===== src/rtl/spi_frame_master.sv =====
// spi_frame_master: SPI mode-0 master that shifts one NBYTES frame from a TX buffer while filling an RX buffer
module spi_frame_master #(
  parameter int NBYTES = 20,
  parameter int CLKDIV = 4,
  parameter int LEAD = 4,
  parameter int GAP = 2,
  parameter int TRAIL = 4
) (
  input  logic       clk,
  input  logic       rst,
  input  logic       start,
  output logic       busy,
  output logic       done,
  input  logic       wr_en,
  input  logic [4:0] wr_addr,
  input  logic [7:0] wr_data,
  input  logic [4:0] rd_addr,
  output logic [7:0] rd_data,
  output logic       SCK,
  output logic       MOSI,
  input  logic       MISO,
  output logic       SSEL
);
  typedef enum logic [2:0] {S_IDLE, S_LEAD, S_SHIFT, S_GAP, S_TRAIL, S_DONE} state_t;
  state_t st, nxt;
  logic [7:0] tx_mem [32];
  logic [7:0] rx_mem [32];
  logic [7:0] cnt, sh, rx_sh;
  logic [4:0] idx, ld_idx;
  logic [2:0] bc;
  logic h, m1, m2, half_end, fall, byte_end, more, load;
  assign busy = st != S_IDLE && st != S_DONE;
  assign done = st == S_DONE;
  assign SSEL = !busy;
  assign SCK = st == S_SHIFT && h;
  assign MOSI = st == S_SHIFT && sh[7];
  assign half_end = cnt == 8'(CLKDIV - 1);
  assign fall = st == S_SHIFT && half_end && h;
  assign byte_end = fall && bc == 3'd7;
  assign more = idx < 5'(NBYTES - 1);
  // with GAP=0 the next byte is loaded straight from SHIFT, before idx has advanced
  assign ld_idx = st == S_SHIFT ? idx + 5'd1 : idx;
  always_comb begin
    nxt = st;
    load = 1'b0;
    case (st)
      S_IDLE: nxt = start ? S_LEAD : S_IDLE;
      // LEAD holds for LEAD+1 cycles: the extra cycle is the frame's setup cycle
      S_LEAD: if (cnt == 8'(LEAD)) begin
        nxt = S_SHIFT;
        load = 1'b1;
      end
      S_SHIFT: if (byte_end) begin
        nxt = !more ? S_TRAIL : (GAP == 0 ? S_SHIFT : S_GAP);
        load = more && GAP == 0;
      end
      S_GAP: if (cnt == 8'(GAP - 1)) begin
        nxt = S_SHIFT;
        load = 1'b1;
      end
      S_TRAIL: nxt = cnt == 8'(TRAIL - 1) ? S_DONE : S_TRAIL;
      S_DONE: nxt = S_IDLE;
      default: nxt = S_IDLE;
    endcase
  end
  always_ff @(posedge clk) begin
    if (rst) begin
      st <= S_IDLE;
      cnt <= '0;
      h <= 1'b0;
      bc <= '0;
      idx <= '0;
      sh <= '0;
      rx_sh <= '0;
      m1 <= 1'b0;
      m2 <= 1'b0;
      rd_data <= '0;
    end else begin
      st <= nxt;
      cnt <= (st == S_IDLE || nxt != st || load || (st == S_SHIFT && half_end)) ? 8'd0 : cnt + 8'd1;
      h <= (st == S_SHIFT && half_end) ? !h : h;
      bc <= fall ? bc + 3'd1 : bc;
      idx <= st == S_IDLE ? 5'd0 : (byte_end ? idx + 5'd1 : idx);
      sh <= load ? tx_mem[ld_idx] : (fall ? {sh[6:0], 1'b0} : sh);
      // sample the synchronized MISO during the first SCK-high cycle of each bit
      rx_sh <= (st == S_SHIFT && h && cnt == 8'd0) ? {rx_sh[6:0], m2} : rx_sh;
      m1 <= MISO;
      m2 <= m1;
      rd_data <= rd_addr < 5'(NBYTES) ? rx_mem[rd_addr] : 8'd0;
    end
  end
  always_ff @(posedge clk) begin
    if (!rst && wr_en && !busy && wr_addr < 5'(NBYTES)) tx_mem[wr_addr] <= wr_data;
    if (!rst && byte_end) rx_mem[idx] <= rx_sh;
  end
endmodule


===== config.mk =====
export PLATFORM = sky130hd
export DESIGN_NAME = spi_frame_master
export DESIGN_NICKNAME = d
export VERILOG_FILES = /design/src/rtl/spi_frame_master.sv
export SDC_FILE = /design/constraint.sdc
export NUM_CORES = 1
export LEC_CHECK = 0
export BUFFER_PORTS_ARGS = -buffer_cell sky130_fd_sc_hd__buf_2
export CORE_ASPECT_RATIO = 0.9
export CORE_MARGIN = 2
export CORE_UTILIZATION = 65
export CTS_BUF_LIST = sky130_fd_sc_hd__clkbuf_8
export CTS_CLUSTER_SIZE = 14
export DETAILED_ROUTE_END_ITERATION = 6
export GPL_ROUTABILITY_DRIVEN = 0
export HOLD_SLACK_MARGIN = 0.15
export PLACE_DENSITY = 0.78
export RECOVER_POWER = 25
export SLEW_MARGIN = 25
export SYNTH_ARGS = -nofsm -noshare
export SYNTH_HDL_FRONTEND = slang
export SYNTH_SLANG_ARGS = --single-unit

===== constraint.sdc =====
create_clock -name clk -period 4.9 [get_ports clk]
set_input_delay 0 -clock clk [delete_from_list [all_inputs] [get_ports clk]]
set_output_delay 0 -clock clk [all_outputs]
set_load 0.02 [all_outputs]

==> metrics.txt, run 1 <==
ANT cells 0; DP HPWL 29100 µm; PD cells 335 nW/µm²; Synth Instances between 1000 and 1500; CTS HTree Levels 3; Post-Route WL ~47000 µm; DR iter-0 viols between 1500 and 2000; CTS tree yes; All-Layer GR Usage 0.285; # rows 62; Worst-Margin Slew 1.47 ns; CTS clk-pin slew, worst paths approximately 0.060 ns; first-pass GRT wire length ~74000 µm; vias in the first global route around 13000; Via density 6.53; Mean Syn Cell Area 15.0 µm²; Rel. slew slack 0.0184; Ports 36; post-synth top area cell edfxtp_1; most frequent cell after synthesis edfxtp_1; Synth Cell Area roughly 21000 µm²; Die ar. 33900 µm²; largest net degree at the start of global routing between 100 and 150; Core Util, Final 0.738; Nets about 1600; CP Data Required Time between 5 and 6 ns; Tot Pwr ~8 mW; fraction of registers with async set/reset 0; worst vdd ir between 0.0002 and 0.00025 V; Final Non-Filler Cells 2033; 1st-pass router iterations 7; RSZ-0062 raised after global routing false; Chip Height 175 µm; Post-CTS Resized 0; Clock Skew 0.0296 ns; GR Overflow Total 0; CP max FO 15; achievable frequency ~240 MHz; synth top area cells edfxtp_1 60%, mux2i_1 8.4%, mux4_2 6.9%; setup tns final 0 ns; antenna viol nets, final 0; top post-synthesis cells by count 424 x edfxtp_1, 177 x mux2i_1, 101 x nor2_1; Hold Fails Final Rpt 0; core area roughly 32000 µm²; clock root buffer clkbuf_8; Max-cap violations 0; Worst EP arrival 4.30 ns; status finished, violations left; CTS buffer count 73; clk buf depth 3; Cell Area, Placed 21900 µm²; final worst slack between 0.8 and 0.9 ns; Port Buffer Count 35; worst skew pair latency roughly 0.61 ns; failing checks DRC; Post-route DRC 9; max-slew violation count 0; pre-CTS setup slack 1.41 ns; final period demand of the worst path around 4 ns; Yosys reg bits 470; dpl cells about 1900; Setup CP Type reg2reg; initial antenna violation count 1; Synth warnings 0; P&R area growth vs syn 11.9%; Final Cell Area about 24000 µm²; Cell variety after synth 69; WL/cell approximately 23 µm; Final Setup Violations 0; Seq/Total Area, Yosys 0.648; Startpoint Class flip-flop; Yosys top cell area share 0.604; Synth Flop Type edfxtp_1; part of the cycle the worst path needs 0.835; Worst Hold Class in2reg; Worst Setup End Kind flip-flop; layout cells sized above 1 0.151; DR vias between 10000 and 15000; WHS approximately 0.33 ns; Starting Density 0.660; Die Wd a little under 200 µm; # clock sinks 470; Leakage Power between 7 and 8 nW; EDFF count, synth 424
-- layout by cell type, fill, tap and decap left out, types with 25 or more instances in the layout --
| cell type | netlist | routed |
|---|---|---|
| mux2i_1 | 177 | 177 |
| inv_1 | 9 | 30 |
| nand3_1 | 25 | 25 |
| mux4_2 | 65 | 65 |
| nand2_1 | 82 | 82 |
| buf_2 | 43 | 28 |
| a21oi_1 | 28 | 28 |
| conb_1 | 1 | 96 |
| clkbuf_8 | 0 | 80 |
| o32ai_1 | 44 | 44 |
| edfxtp_1 | 424 | 424 |
| dfxtp_1 | 46 | 44 |
| nor2b_1 | 29 | 29 |
| nor2_1 | 101 | 99 |
-- logic make-up after synthesis --
kind of cell    share of synthesized area
fa+ha+maj                         0.00534
other cells                      0.000178
flops                               0.648
xor+xnor                          0.00540
buf+inv                            0.0227
compound gates                     0.0779
simple gates                       0.0815
mux                                 0.159
-- flip-flops by register name, indices dropped and copies added (netlist names), 3 cells and up --
signal / count
sh: 8
cnt: 8
idx: 5
rx_mem: 168
tx_mem: 256
rd_data: 8
st: 3
rx_sh: 8
bc: 3
-- power by group --
group | switching (mW) | internal [mW]
combinational | 0.162 | 0.118
clock | 1.48 | 1.67
sequential | 0.0391 | 4.43
total | 1.68 | 6.21
-- critical path, stage by stage (launching register included) --
cell,delay (ns)
dfxtp_1,0.46
or2_2,0.36
a21o_1,0.21
nor3b_1,0.73
nor2b_1,0.35
nand2_1,0.17
dlygate4sd3_1,0.62
nor2_1,0.78
-- path summary, 6_finish.rpt --
check | end | depth (start not counted) | from | slack [ns]
min reg2reg | m2 | 1 | m1 | 0.45
max | tx_mem[1][4] | 7 | st[2] | 0.81
min | rd_data[5] | 5 | rd_addr[0] | 0.33
max reg2reg | tx_mem[1][4] | 7 | st[2] | 0.81
-- final cells by class --
| cell class | count | area, µm² |
|---|---|---|
| clock inverters | 53 | 302 |
| clock buffers | 80 | 1100 |
| multi-input cells | 922 | 7360 |
| well taps | 416 | 520 |
| flip-flops and latches | 470 | 13700 |
| fillers | 1999 | 8360 |
| repair buffers | 83 | 624 |
| inverters | 9 | 33.8 |
-- routing by layer --
metal	global-route usage	wire [µm]	share of wire
met1	0.429	20200	0.43
met2	0.422	21500	0.45
met3	0.0583	4580	0.096
met4	0.0931	1060	0.022
met5	0	0	0
-- what timing repair did --
item,in CTS,in global routing
hold buffers,24,0
buffers inserted,0,0
hold endpoints to repair,419,0
Note: power is estimated with default switching activity, not from simulation.
==> inputs of run 2 (changes only) <==
--- a/config.mk
+++ b/config.mk
@@ -5,16 +5,17 @@
 export SDC_FILE = /design/constraint.sdc
 export NUM_CORES = 1
 export LEC_CHECK = 0
+export ABC_AREA = 1
 export BUFFER_PORTS_ARGS = -buffer_cell sky130_fd_sc_hd__buf_2
 export CORE_ASPECT_RATIO = 0.9
 export CORE_MARGIN = 2
-export CORE_UTILIZATION = 65
+export CORE_UTILIZATION = 64
 export CTS_BUF_LIST = sky130_fd_sc_hd__clkbuf_8
 export CTS_CLUSTER_SIZE = 14
 export DETAILED_ROUTE_END_ITERATION = 6
 export GPL_ROUTABILITY_DRIVEN = 0
 export HOLD_SLACK_MARGIN = 0.15
-export PLACE_DENSITY = 0.78
+export PLACE_DENSITY = 0.77
 export RECOVER_POWER = 25
 export SLEW_MARGIN = 25
 export SYNTH_ARGS = -nofsm -noshare
==> constraint.sdc (replaced) <==
create_clock -name clk -period 3.9 [get_ports clk]
set_input_delay 0 -clock clk [delete_from_list [all_inputs] [get_ports clk]]
set_output_delay 0 -clock clk [all_outputs]
set_load 0.02 [all_outputs]
==> metrics.txt, run 2 <==
status complete, no violations; WHS 0.188 ns (-0.146 ns); Synth warnings 0 (unchanged); # rows 60 (-3.2%); CP max FO 5 (-10); Synth Instances 1735 (+23%); Core Util, Final 0.736 (-0.00187); Final Cell Area 22100 µm² (-6.5%); Worst Hold Launch wr_en; clock root buffer clkbuf_8; CTS clk-pin slew, worst paths 0.06 ns (about the same); Worst-Margin Slew 1.42 ns (-0.0500 ns); met3 wire len 4720 µm (+3.2%); max layer used met4; first-pass GRT wire length 69400 µm (-6.0%); Biggest register tx_mem; EDFF count, synth 424 (unchanged); R2R Path End tx_mem[7][2]; worst vdd ir 0.000290 V (+23%); max-slew violation count 0 (unchanged); CTS tree yes; worst skew pair latency 0.60 ns (about the same); Chip Height 170 µm (-2.9%); vias in the first global route 12900 (-0.42%); Final Non-Filler Cells 2366 (+16%); Ports 36 (unchanged); WHS Path Cells 5 (unchanged); ANT cells 0 (unchanged); Port Buffer Count 35 (unchanged); Setup CP Type reg2reg; Leakage Power 8.84 nW (+16%); P&R area growth vs syn 12.8%; Max-cap violations 0 (unchanged); Synth Flop Type edfxtp_1; top flop regs tx_mem x256, rx_mem x168; DR iter-0 viols 1538 (-7.6%); Worst Setup End Kind flip-flop; All-Layer GR Usage 0.282 (-0.00219); Fillers 2023 (+1.2%); Startpoint Class flip-flop; WL/cell 18.6 µm (-20%); Rel. slew slack 0.0517 (+0.0334); layout cells sized above 1 0.0886 (-0.0623); Die ar. 32000 µm² (-5.7%); CTS HTree Levels 3 (unchanged); most common cell after layout, fill and taps aside edfxtp_1; Clock Skew 0.0178 ns (-0.0118 ns); largest net degree at the start of global routing 85 (-30%); Post-route DRC 0 (-9); Synth Cell Area 19600 µm² (-7.2%); DR vias 13400 (+1.1%); final worst slack 0.389 ns (-0.417 ns); PD cells 447 nW/µm² (+34%); core area 30000 µm² (-6.3%); fraction of registers with async set/reset 0 (unchanged); Hold Fails Final Rpt 0 (unchanged); Via density 5.67 (-13%); antenna viol nets, final 0 (unchanged); Die Wd 188 µm (-2.9%); most frequent cell after synthesis edfxtp_1; clk buf depth 3 (unchanged); part of the cycle the worst path needs 0.900 (+0.0648); initial antenna violation count 0 (-1); final period demand of the worst path 3.51 ns (-0.583 ns); end of the worst hold path tx_mem[13][3]; Final Setup Violations 0 (unchanged); Mean Syn Cell Area 11.3 µm² (-25%); Yosys top cell area share 0.651 (+0.0471); R2R cell count 10 (+3); Yosys reg bits 470 (unchanged); Post-Route WL 44100 µm (-7.0%); Starting Density 0.653 (-0.00672); post-CTS setup buffer count 0 (unchanged); GR Overflow Total 0 (unchanged); # clock sinks 470 (unchanged); synth top area cells edfxtp_1 65%, nand2_1 6.6%, nand3_1 5.2%; Reg-to-Reg Start st[1]; dpl cells 2204 (+18%); max reg flops 256 (unchanged); RSZ-0062 raised after global routing false; post-synth top area cell edfxtp_1; Worst EP arrival 3.81 ns (-0.49 ns); reg-to-reg slack, setup 0.39 ns (-0.42 ns); CTS buffer count 72 (-1.4%); Cell Area, Placed 20400 µm² (-7.1%); Tot Pwr 9.86 mW (+25%); Cell variety after synth 41 (-41%); most frequent cells in the layout 424 x edfxtp_1, 341 x nand2_1, 205 x nand3_1, 182 x inv_1, 158 x nor2_1; DR WL met2 20200 µm (-6.2%); CP Data Required Time 4.20 ns (-0.91 ns); Worst Hold Class in2reg; achievable frequency 285 MHz (+17%); pre-CTS setup slack 0.937 ns (-0.476 ns); setup tns final 0 ns (unchanged); top post-synthesis cells by count 424 x edfxtp_1, 342 x nand2_1, 205 x nand3_1; DP HPWL 26600 µm (-8.6%); M1 wire length 18200 µm (-10%); 1st-pass router iterations 5 (-2); Nets 1935 (+22%); Seq/Total Area, Yosys 0.698 (+0.0505)
[run 2: cell count changes in the layout (fill, tap and decap cells not counted), sizes merged, moves of 14 or more]
cell     previous run  this run
a2111oi            14         0
a211oi             18         0
a21oi              28        45
inv                31       193
mux2i             177         0
mux4               65         0
nand2              82       347
nand3              25       208
nor2              101       160
nor2b              29         0
nor4               26         1
o211ai              7        51
o21ai               6       114
o32ai              44         0
[run 2: worst max-delay path by stage]
stage	startpoint	endpoint	slack [ns]	cells after the start
final	st[1]	tx_mem[7][2]	0.39	10
after global routing	st[1]	tx_mem[7][2]	0.21	12
after CTS	st[1]	tx_mem[7][2]	0.49	10
after detailed placement	st[2]	rx_mem[11][5]	0.94	9
after global placement	st[2]	sh[4]	1.06	12
after floorplan	st[1]	tx_mem[12][0]	1.50	7
[run 2: area by class of cell]
cell class                 instances  area (µm²)  share of cell area
tap                              403         504              0.0229
sequential                       470       13700               0.619
timing repair buffer              90         673              0.0305
clock buffer                      79        1090              0.0493
multi-input combinational       1100        5180               0.235
inverter                         169         636              0.0288
clock inverter                    55         323              0.0146
[run 2: report_power, final]
group / internal (mW) / switching (mW)
clock network: 2.04 / 1.88
registers: 5.56 / 0.0247
logic: 0.105 / 0.247
[run 2: cell families (layout without fill, tap and decap cells)]
group,Yosys count,in the layout,share of synthesized area
AO/OA/AOI/OAI,247,247,0.0757
XOR/XNOR,7,7,0.00314
adder cells (fa/ha/maj),9,9,0.00576
buffers and inverters,260,393,0.0555
flip-flops,470,470,0.698
other,1,96,0.000192
AND/OR/NAND/NOR,741,741,0.162
[run 2: routing by layer]
| metal | global-route usage | vias up |
|---|---|---|
| li1 | - | 6285 |
| met1 | 0.403 | 6338 |
| met2 | 0.437 | 704 |
| met3 | 0.0627 | 100 |
| met4 | 0.0948 | 0 |
| met5 | 0 | - |
[run 2: timing repair]
| item | 4_1_cts | 5_1_grt |
|---|---|---|
| gates resized for setup | 0 | 0 |
| hold buffers | 28 | 0 |
| hold endpoints to repair | 420 | 0 |
[run 2: worst max-delay path, cell delays in order (launching register included)]
cell	delay, ns
dfxtp_1	0.36
inv_1	0.11
nand2_1	0.10
o21ai_0	0.47
nand4_1	0.18
a31oi_1	0.25
nand3_1	0.11
dlygate4sd3_1	0.63
nor2_1	0.12
dlygate4sd3_1	0.69
buf_4	0.21
==> inputs of run 3 (changes only) <==
--- a/config.mk
+++ b/config.mk
@@ -15,7 +15,7 @@
 export DETAILED_ROUTE_END_ITERATION = 6
 export GPL_ROUTABILITY_DRIVEN = 0
 export HOLD_SLACK_MARGIN = 0.15
-export PLACE_DENSITY = 0.77
+export PLACE_DENSITY = 0.87
 export RECOVER_POWER = 25
 export SLEW_MARGIN = 25
 export SYNTH_ARGS = -nofsm -noshare
==> constraint.sdc (replaced) <==
create_clock -name clk -period 3.9 [get_ports clk]
set_input_delay 0.39 -clock clk [delete_from_list [all_inputs] [get_ports clk]]
set_output_delay 0.39 -clock clk [all_outputs]
set_load 0.02 [all_outputs]
==> metrics.txt, run 3 (synthesis results as in run 2) <==
CP Data Required Time 4.11 ns (-0.09 ns); Nets 1902 (-1.7%); Clock Skew 0.0289 ns (+0.0111 ns); P&R area growth vs syn 11.3%; Leakage Power 8.71 nW (-1.4%); Ports 36 (unchanged); first-pass GRT wire length 73100 µm (+5.2%); setup tns final 0 ns (unchanged); CTS buffer count 71 (-1.4%); reg-to-reg slack, setup 0.72 ns (+0.33 ns); Final Cell Area 21800 µm² (-1.3%); final period demand of the worst path 3.18 ns (-0.335 ns); Die Wd 188 µm (unchanged); achievable frequency 315 MHz (+11%); CP max FO 8 (+3); clk buf depth 3 (unchanged); DP HPWL 28100 µm (+5.6%); layout cells sized above 1 0.0835 (-0.00518); Via density 6.05 (+6.6%); largest net degree at the start of global routing 85 (unchanged); DR vias 14100 (+5.1%); RSZ-0062 raised after global routing false; Port Buffer Count 35 (unchanged); Reg-to-Reg Start st[1]; Cell Area, Placed 20400 µm² (about the same); Setup crit start st[1]; Fillers 1839 (-9.1%); Chip Height 170 µm (unchanged); core area 30000 µm² (unchanged); Final Setup Violations 0 (unchanged); R2R cell count 9 (-1); post-CTS setup buffer count 0 (unchanged); status finished, violations left; Worst EP arrival 3.39 ns (-0.42 ns); CTS clk-pin slew, worst paths 0.07 ns (about the same); initial antenna violation count 0 (unchanged); Setup crit end tx_mem[19][3]; Worst-Margin Slew 1.75 ns (+0.330 ns); DR iter-0 viols 2129 (+38%); Post-route DRC 1 (+1); most common cell after layout, fill and taps aside edfxtp_1; Net Sw Frac 0.219 (about the same); Post-CTS Resized 0 (unchanged); Rel. slew slack -0.168 (-0.220); worst skew pair latency 0.61 ns (about the same); Starting Density 0.653 (unchanged); # clock sinks 470 (unchanged); vias in the first global route 13600 (+5.5%); # rows 60 (unchanged); Setup CP Type reg2reg; part of the cycle the worst path needs 0.814 (-0.0858); Post-Route WL 46900 µm (+6.3%); combinational power share 0.035 (about the same); Core Util, Final 0.727 (-0.00986); Int Pwr 7.71 mW (+0.16%); WL/cell 20.1 µm (+7.8%); Reg power frac 0.566 (about the same); Max-cap violations 3 (+3); area of the multi-input gates 5180 µm² (unchanged); R2R Path End tx_mem[19][3]; clock power share 0.399 (about the same); Biggest register tx_mem; Worst Hold Class in2reg; ANT cells 0 (unchanged); PD cells 454 nW/µm² (+1.5%); All-Layer GR Usage 0.299 (+0.0165); antenna viol nets, final 0 (unchanged); top flop regs tx_mem x256, rx_mem x168; register area 13700 µm² (unchanged); max-slew violation count 33 (+33); worst vdd ir 0.000405 V (+40%); GR Overflow Total 0 (unchanged); max reg flops 256 (unchanged); Switch Pwr 2.16 mW (+0.11%); clock root buffer clkbuf_8; Startpoint Class flip-flop; Hold Fails Final Rpt 0 (unchanged); Worst Setup End Kind flip-flop; CTS Hold Bufs 2 (-93%); Die ar. 32000 µm² (unchanged); failing checks DRC, capacitance limit, slew limit; 1st-pass router iterations 7 (+2); most frequent cells in the layout 424 x edfxtp_1, 341 x nand2_1, 205 x nand3_1, 189 x inv_1, 158 x nor2_1; CTS tree yes; CTS HTree Levels 3 (unchanged)
-- run 3: stage by stage --
stage                     power, mW  hold WS (ns)  setup WS (ns)  instances
after floorplan                5.88         0.388           1.50       1830
after global placement         6.00         0.393          0.886       2198
after detailed placement       6.02         0.400          0.704       2198
after CTS                      9.87         0.214          0.677       2332
after global routing           10.1         0.248          0.630       2332
final                          9.87         0.241          0.724       2332
-- run 3: critical path: stages, from the launching register on --
cell     delay, ns
dfxtp_1       0.36
nor2_1        0.22
inv_1         0.06
nor2_1        0.17
inv_1         0.07
o21ai_1       0.45
nand4_1       0.22
nor2_1        0.22
nand3_1       0.19
nor2_1        0.80
-- run 3: routing by layer --
layer / track usage / share of wire
met5: 0 / 0
met4: 0.128 / 0.035
met3: 0.0664 / 0.13
met2: 0.477 / 0.47
met1: 0.402 / 0.36
-- run 3: area by class of cell --
type,instances,share of cell area
clock buffer,79,0.0500
clock inverter,53,0.0135
inverter,169,0.0292
multi-input combinational,1100,0.238
sequential,470,0.627
tap,403,0.0232
timing repair buffer,58,0.0187
-- run 3: worst min-delay path by stage --
stage,from,endpoint,slack (ns),cells past startpoint
3_5_place_dp,m1,m2,0.40,2
4_1_cts,rd_addr[4],rd_data[0],0.21,3
5_1_grt,rd_addr[4],rd_data[0],0.25,3
3_3_place_gp,m1,m2,0.39,2
2_1_floorplan,m1,m2,0.39,2
6_report,rd_addr[4],rd_data[0],0.24,3
-- run 3: power groups by stage --
stage	Combinational [mW]	Sequential, mW	Clock, mW
after floorplan	0.192	5.69	0
after global placement	0.315	5.69	0
after detailed placement	0.328	5.69	0
after CTS	0.333	5.59	3.95
after global routing	0.378	5.59	4.14
final	0.345	5.59	3.94
